$ cat config.mk
export PLATFORM = sky130hd
export DESIGN_NAME = tmr_scrubber
export DESIGN_NICKNAME = d
export VERILOG_FILES = /design/src/rtl/tmr_pkg.sv /design/src/rtl/tmr_vote3.sv /design/src/rtl/tmr_scrubber.sv
export SDC_FILE = /design/constraint.sdc
export NUM_CORES = 1
export LEC_CHECK = 0
export ABC_AREA = 1
export CORE_UTILIZATION = 32
export CTS_BUF_LIST = sky130_fd_sc_hd__clkbuf_2 sky130_fd_sc_hd__clkbuf_4 sky130_fd_sc_hd__clkbuf_8
export DETAILED_ROUTE_END_ITERATION = 7
export GPL_TIMING_DRIVEN = 0
export HOLD_SLACK_MARGIN = 0.03
export PLACE_DENSITY_LB_ADDON = 0.08
export SLEW_MARGIN = 40
export SYNTH_ARGS = -nofsm -noshare
export SYNTH_HDL_FRONTEND = slang
export SYNTH_HIERARCHICAL = 1
export SYNTH_SLANG_ARGS = --single-unit
export TNS_END_PERCENT = 100
$ cat constraint.sdc
create_clock -name clk -period 2.8 [get_ports clk]
set_input_delay 0.42 -clock clk [delete_from_list [all_inputs] [get_ports clk]]
set_output_delay 0.42 -clock clk [all_outputs]
set_load 0.01 [all_outputs]
$ cat src/rtl/tmr_pkg.sv
// rtl/tmr_pkg.sv - Shared types, group count and majority helper for the TMR scrubber
package tmr_pkg;

  typedef enum logic [1:0] {
    IDLE   = 2'd0,
    SAMPLE = 2'd1,
    CHECK  = 2'd2,
    REPAIR = 2'd3
  } scrub_state_t;

  localparam int NGROUPS = 4;
  localparam int VW      = 64;

  // Wide enough for any group slice; callers cast the result back to their slice width.
  function automatic logic [VW-1:0] vote3(input logic [VW-1:0] a, input logic [VW-1:0] b,
                                          input logic [VW-1:0] c);
    return (a & b) | (b & c) | (a & c);
  endfunction

endpackage

$ cat src/rtl/tmr_vote3.sv
// rtl/tmr_vote3.sv - Bitwise two-of-three majority across a full word
module tmr_vote3 #(
  parameter int W = 12
) (
  input  logic [W-1:0] a,
  input  logic [W-1:0] b,
  input  logic [W-1:0] c,
  output logic [W-1:0] y
);

  assign y = (a & b) | (b & c) | (a & c);

endmodule

$ cat src/rtl/tmr_scrubber.sv
// rtl/tmr_scrubber.sv - Majority-voted read port with background group scrub and repair strobes
module tmr_scrubber
  import tmr_pkg::*;
#(
  parameter int W            = 12,
  parameter int SCRUB_PERIOD = 1024,
  parameter int CW           = 8
) (
  input  logic          clk,
  input  logic          rstn,
  input  logic [W-1:0]  copy_a,
  input  logic [W-1:0]  copy_b,
  input  logic [W-1:0]  copy_c,
  input  logic          wr_busy,
  input  logic          start,
  input  logic          clr_count,
  output logic [W-1:0]  q,
  output logic          fix_en,
  output logic [W-1:0]  fix_mask,
  output logic [W-1:0]  fix_data,
  output logic          err_valid,
  output logic [1:0]    err_group,
  output logic [2:0]    err_copy,
  output logic [CW-1:0] err_count,
  output logic          busy
);

  localparam int            G           = W / NGROUPS;
  localparam logic [31:0]   PERIOD_LAST = (SCRUB_PERIOD == 0) ? 32'd0 : 32'(SCRUB_PERIOD - 1);
  localparam logic [CW-1:0] CNT_MAX     = '1;

  scrub_state_t state, state_nx;
  logic [1:0]   grp, grp_nx;
  logic [31:0]  per_cnt;
  logic [G-1:0] sa, sb, sc;
  logic [G-1:0] v_chk, ma, mb, mc, mism;
  logic [G-1:0] fix_v, fix_m;
  logic [2:0]   fix_c;
  logic         trigger, repair_go, last_grp;

  tmr_vote3 #(.W(W)) u_vote (
    .a (copy_a),
    .b (copy_b),
    .c (copy_c),
    .y (q)
  );

  always_comb begin
    v_chk = G'(vote3(VW'(sa), VW'(sb), VW'(sc)));
    ma    = sa ^ v_chk;
    mb    = sb ^ v_chk;
    mc    = sc ^ v_chk;
    mism  = ma | mb | mc;
  end

  assign trigger   = (state == IDLE) &&
                     (start || ((SCRUB_PERIOD != 0) && (per_cnt == PERIOD_LAST)));
  // A repair collides with a functional write: drop it and resample, so data is never stale.
  assign repair_go = (state == REPAIR) && !wr_busy;
  assign last_grp  = (grp == 2'(NGROUPS - 1));
  assign busy      = (state != IDLE) || trigger;

  always_comb begin
    state_nx = state;
    grp_nx   = grp;
    case (state)
      IDLE: begin
        if (trigger) begin
          state_nx = SAMPLE;
          grp_nx   = 2'd0;
        end
      end
      SAMPLE: state_nx = CHECK;
      CHECK, REPAIR: begin
        if (wr_busy) begin
          state_nx = SAMPLE;
        end else if ((state == CHECK) && (mism != '0)) begin
          state_nx = REPAIR;
        end else if (last_grp) begin
          state_nx = IDLE;
        end else begin
          state_nx = SAMPLE;
          grp_nx   = grp + 2'd1;
        end
      end
      default: state_nx = IDLE;
    endcase
  end

  always_ff @(posedge clk or negedge rstn) begin
    if (!rstn) begin
      state   <= IDLE;
      grp     <= 2'd0;
      per_cnt <= '0;
      sa      <= '0;
      sb      <= '0;
      sc      <= '0;
      fix_v   <= '0;
      fix_m   <= '0;
      fix_c   <= '0;
    end else begin
      state   <= state_nx;
      grp     <= grp_nx;
      per_cnt <= (state == IDLE && !trigger) ? per_cnt + 32'd1 : '0;
      if (state == SAMPLE) begin
        sa <= copy_a[grp*G +: G];
        sb <= copy_b[grp*G +: G];
        sc <= copy_c[grp*G +: G];
      end
      if (state == CHECK) begin
        fix_v <= v_chk & mism;
        fix_m <= mism;
        fix_c <= {|mc, |mb, |ma};
      end
    end
  end

  always_ff @(posedge clk or negedge rstn) begin
    if (!rstn) begin
      err_count <= '0;
    end else if (clr_count) begin
      err_count <= repair_go ? CW'(1) : '0;
    end else if (repair_go && (err_count != CNT_MAX)) begin
      err_count <= err_count + 1'b1;
    end
  end

  always_comb begin
    fix_en    = repair_go;
    err_valid = repair_go;
    fix_mask  = '0;
    fix_data  = '0;
    err_group = 2'd0;
    err_copy  = 3'd0;
    if (repair_go) begin
      fix_mask[grp*G +: G] = fix_m;
      fix_data[grp*G +: G] = fix_v;
      err_group            = grp;
      err_copy             = fix_c;
    end
  end

endmodule

Yosys cells after proc, flatten, opt, wreduce, memory -nomap -nowiden
Cells that the tools add are included.

Register bits after elaboration: 62. Input port bits: 41. Output and inout bits: 52.

Add/sub/neg operators: 4. $mul: 1. Equality and inequality tests: 10. Shift operators: 6. Mux-type cells: 18. Bitwise gates (word level): 18. Reduce and logical (&&, ||, !) cells: 19.

Operators with widths (count): $shiftx A3 B34 Y12 (2); $and A12 B12 Y12 (5); $shiftx A12 B5 Y3 (3); $neg A4 Y34 (1); $shift A3 B34 Y12 const A (1); $add A32 B1 Y32 const B (1); $eq A32 B10 Y1 const B (1); $mux W32 (1); $mux W12 (2); $or A12 B12 Y12 (2); $mux W2 (8); $mux W8 (2); $and A3 B3 Y3 (4); $or A3 B3 Y3 (4); $reduce_or A3 Y1 (3); $xor A3 B3 Y3 (3); $add A8 B1 Y8 const B (1); $ne A2 B2 Y1 const B (4); $ne A8 B8 Y1 const B (1); $eq A2 B2 Y1 const B (3); $pmux W2 S3 (1); $reduce_bool A2 Y1 (3); $logic_and A1 B1 Y1 (5); $reduce_and A5 Y1 (1); other kinds (11) (14).

Depth between registers and ports, before layout
Depth in word-level cells: 11. Depth in mapped cells: 10.

By module
Netlist, hierarchy kept.

Modules (own cells, without submodules): tmr_scrubber (times used 1, cells an instance 583, area an instance 4080.2 µm², sequential area each 1551.5 µm²); tmr_vote3 (times used 1, cells an instance 48, area an instance 255.2 µm², sequential area each 0.0 µm²).

Worst setup path before layout
OpenSTA, ideal clock, no wires.

Path type: register to output. Start point: register grp[0]. End point: output fix_data[0]. Arrival time: 1.606 ns. Required time: 2.380 ns. Slack: 0.774 ns. Stages on the path, launching flop included: 8. Path buffers: 2. Cell sequence: dfrtp_1 buf_2 inv_1 buf_2 ha_1 inv_1 nand3_1 nor3_1.

Cells in the longest elaborated chain, start to end: 5. Elaborated cells between the ends (all ways): 6. Classes of those cells: add/sub (1); mul (1); shift (2); mux (1); bitwise (1).

RTL lines: from (decl) (line tmr_scrubber.sv:33) `logic [1:0] grp, grp_nx;`; from (signal assigned) (line tmr_scrubber.sv:103) `grp <= grp_nx;`; $mul A2 B2 Y4 * (line tmr_scrubber.sv:137) `fix_data[grp*G +: G] = fix_v;`; $neg A4 Y34 * (line tmr_scrubber.sv:137); $shiftx A3 B34 Y12 / $shift A3 B34 Y12 (equally long branches) (line tmr_scrubber.sv:137); $and A12 B12 Y12 (no line) *; $mux W12 * (line tmr_scrubber.sv:135) `if (repair_go) begin`; to (decl) (line tmr_scrubber.sv:20) `output logic [W-1:0] fix_data,`.

Every way passes the cells marked *; elsewhere a longest branch is shown, timed or not.

Worst setup path after layout
Start point: register per_cnt[1]. End point: output busy.

Cells in the longest elaborated chain, start to end: 4.

RTL lines: from (decl) (line tmr_scrubber.sv:34) `logic [31:0] per_cnt;`; from (signal assigned) (line tmr_scrubber.sv:104) `per_cnt <= (state == IDLE && !trigger) ? per_cnt + 32'd1 : '0;`; $eq A32 B10 Y1 (line tmr_scrubber.sv:57) `(start || ((SCRUB_PERIOD != 0) && (per_cnt == PERIOD_LAST)));`; $logic_or A1 B1 Y1 (line tmr_scrubber.sv:57); $logic_and A1 B1 Y1 (line tmr_scrubber.sv:56) `assign trigger = (state == IDLE) &&`; $logic_or A1 B1 Y1 (line tmr_scrubber.sv:61) `assign busy = (state != IDLE) || trigger;`; to (decl) (line tmr_scrubber.sv:25) `output logic busy`.

No other way between the ends.

==> impl_metrics.ini <==
[synthesis]
syn_area_per_cell_um2 = 6.87
syn-num-nets = 679
synthFlopType = dfrtp_1
synth_area_leaders = dfrtp_1 (36%), nand2_1 (13%), nor2_1 (10%), inv_1 (6.3%), o21ai_0 (5.0%)
synth.distinct_cells = 38
synth_edf_count = 0
yosysTopAreaCell = dfrtp_1
syn_area_mm2 = 0.00434
ys_seq_area_share_pct = 35.8
synth.top_cell.area_share_pct = 35.8
ys.warnings.count = 6
synth_cells = 631
ys_ff_latch = 62
synthArstFlopShare_pct = 100

[floorplanning]
num_rows = 42
die_width_um = 118
die_area_mm2 = 0.0140
die_h_um = 118
core_mm2 = 0.0132
ios = 93
start_util_pct = 32.7

[clock_network]
cts_buffers = 9
cts-root-buf = clkbuf_8
path_clk_slew_ns = 0.06
clkLatencyLatePin_ns = 0.36
clock-sinks = 62
cts_buffer_depth = 2
h-tree-depth = 3
cts_tree = built

[setup_path]
cp-start-kind = flop
path_max_fanout = 10
worstSetupPathType = reg -> out
crit_arrival_ns = 2.26
endpoint_kind = output pin
cp.required_ns = 2.38

[sta]
holdWs_ns = 0.476
worst_slew_pin_slew_ns = 0.733
rsz0062_at_grt = no
relSlewSlack_pct = 51.0
hold_viol = 0
post-route-min-period_ns = 2.68
clock.fmax_mhz = 373
finClkSkew_ns = 0.00802
finalSetupViolCount = 0
slew_viol_final = 0
fin_crit_sh_pct = 95.7

[routing]
wirelength_mm = 13.2
route.vias.total = 4437
ant_nets = 0
dr.pass1.iters = 4
wl_per_cell_um = 14.3
via_per_inst = 4.80
drtIter0Drc = 216
drc = 0

[cells_and_area]
final-instance-count-excl-fill = 924
diodes = 0
num-nets-final = 791
area_growth_pct = 34.7
fillers = 1422
drive_gt1_share_pct = 11.5
register_area_mm2 = 0.00155
final_core_util_pct = 44.1
multi_input_area_mm2 = 0.00247

[pwr]
p_per_area_mw_per_mm2 = 650
p_sw_mw = 1.57
p_int_mw = 2.23
vdd_drop_max_v = 0.000265
p_seq_share_pct = 31.5
p_leak_nw = 2.59
design_power_total_mw = 3.79
p_sw_share_pct = 41.3
comb_power_share_pct = 44.3
pwr-share-clk_pct = 24.2

[place]
dpl.cell_count = 900
port-buffer-count = 92
place.gp.congestion = 0.938
place_hpwl_mm = 10.4

[hold_path]
hold_class = reg -> reg

[global_route]
grt_pass1_wl_mm = 21.7
track_usage_pct = 19.9
overflow = 0
grt_max_degree = 35
antenna_found_initial = 0
grt_pass1_vias = 4369

[outcome]
status = complete, no violations

[flow_run]
drv_cap = 0
==> Yosys cell counts, types with 4 or more instances <==
| master | n |
|---|---|
| dfrtp_1 | 62 |
| nand3_2 | 16 |
| nor3_2 | 8 |
| buf_2 | 5 |
| nor3_1 | 26 |
| ha_1 | 7 |
| nand2_1 | 153 |
| nand3_1 | 35 |
| o22ai_1 | 12 |
| inv_1 | 73 |
| xor2_1 | 15 |
| nand4_1 | 12 |
| a21oi_1 | 9 |
| nor2_1 | 119 |
| clkbuf_1 | 4 |
| o21ai_0 | 43 |
==> power groups by stage <==
stage | Sequential [mW] | Clock [mW] | Combinational [mW]
final | 1.19 | 0.920 | 1.68
after global routing | 1.22 | 0.988 | 1.90
after CTS | 1.20 | 0.953 | 1.65
after detailed placement | 1.21 | 0 | 1.55
after global placement | 1.20 | 0 | 1.54
after floorplan | 1.18 | 0 | 1.02
==> placed cells by master, fill, tap and decap left out, types with 2 or more instances in the layout <==
| cell type | count |
|---|---|
| a21oi_1 | 9 |
| a31oi_1 | 2 |
| buf_2 | 3 |
| buf_4 | 12 |
| buf_6 | 4 |
| bufinv_16 | 2 |
| clkbuf_1 | 3 |
| clkbuf_4 | 2 |
| clkbuf_8 | 10 |
| clkdlybuf4s50_1 | 69 |
| clkinv_2 | 2 |
| dfrtp_1 | 61 |
| dlygate4sd2_1 | 21 |
| ha_1 | 4 |
| ha_4 | 2 |
| inv_1 | 71 |
| inv_2 | 3 |
| nand2_1 | 153 |
| nand2_4 | 2 |
| nand3_1 | 32 |
| nand3_2 | 17 |
| nand3_4 | 3 |
| nand4_1 | 12 |
| nor2_1 | 119 |
| nor2_2 | 3 |
| nor2_4 | 3 |
| nor3_1 | 25 |
| nor3_2 | 9 |
| o21ai_0 | 43 |
| o22ai_1 | 12 |
| xnor2_1 | 2 |
| xor2_1 | 15 |
==> timing repair <==
| item | CTS | global route |
|---|---|---|
| endpoints found under the setup margin | 25 | 7 |
| pin swaps | 2 | 0 |
| setup buffers | 5 | 4 |
| cloned | 0 | 0 |
| hold buffers | 1 | 0 |
| hold endpoints to repair | 33 | 0 |
| resized for setup | 36 | 2 |
==> layer usage <==
metal	GRT usage (%)	up-vias	wire [um]	part of all wire (%)
li1	-	2261	-	-
met1	23.5	2056	5840	44
met2	34.3	102	6460	49
met3	6.18	18	689	5.2
met4	6.25	0	230	1.7
met5	0	-	0	0
==> through the flow <==
| stage | instance area (um2) | worst slack [ns] | TNS (ns) |
|---|---|---|---|
| 2_1_floorplan | 4340 | 0.774 | 0 |
| 3_3_place_gp | 5480 | -0.917 | -62.66 |
| 3_5_place_dp | 5490 | -0.368 | -6.74 |
| 4_1_cts | 5800 | 0.0529 | 0 |
| 5_1_grt | 5840 | 0.00753 | 0 |
| 6_report | 5840 | 0.122 | 0 |
==> logic make-up after synthesis <==
logic type | Yosys count | synth area share, %
fa+ha+maj | 7 | 2.02
compound gates | 70 | 8.77
flops | 62 | 35.8
simple gates | 385 | 41.4
buf+inv | 90 | 8.57
xor+xnor | 17 | 3.43
==> area by class of cell <==
cell class                 count  share of cell area [%]
inverter                      75                    4.89
buffer                        13                    1.54
multi-input combinational    479                    42.4
sequential                    62                    26.6
timing repair buffer         103                    17.0
clock buffer                  12                    2.61
tap                          176                    3.77
clock inverter                 4                    1.20
==> flip-flops by register name (all words and copies together), names as in the netlist <==
register / cells
state: 2
sc: 3
fix_m: 3
grp: 2
sb: 3
sa: 3
fix_v: 3
err_count: 8
per_cnt: 32
fix_c: 3
==> worst paths after layout <==
kind | start | endpoint | slack, ns | cells after the start
max | per_cnt[1] | busy | 0.12 | 9
min | per_cnt[0] | per_cnt[0] | 0.48 | 1
max reg2reg | per_cnt[1] | per_cnt[16] | 1.04 | 10
min reg2reg | per_cnt[0] | per_cnt[0] | 0.48 | 1
max in group asynchronous | rstn | per_cnt[18] | 1.72 | 3
min in group asynchronous | rstn | per_cnt[3] | 0.55 | 2
==> critical path, stage by stage (launching register included) <==
cell             delay [ns]
dfrtp_1                0.39
ha_2                   0.24
nand3_4                0.13
inv_2                  0.11
nand2_4                0.06
nor2_2                 0.09
nand3_2                0.12
nand2_4                0.10
buf_6                  0.13
clkdlybuf4s50_1        0.53
No activity file was read; power rests on OpenSTA's default activity.
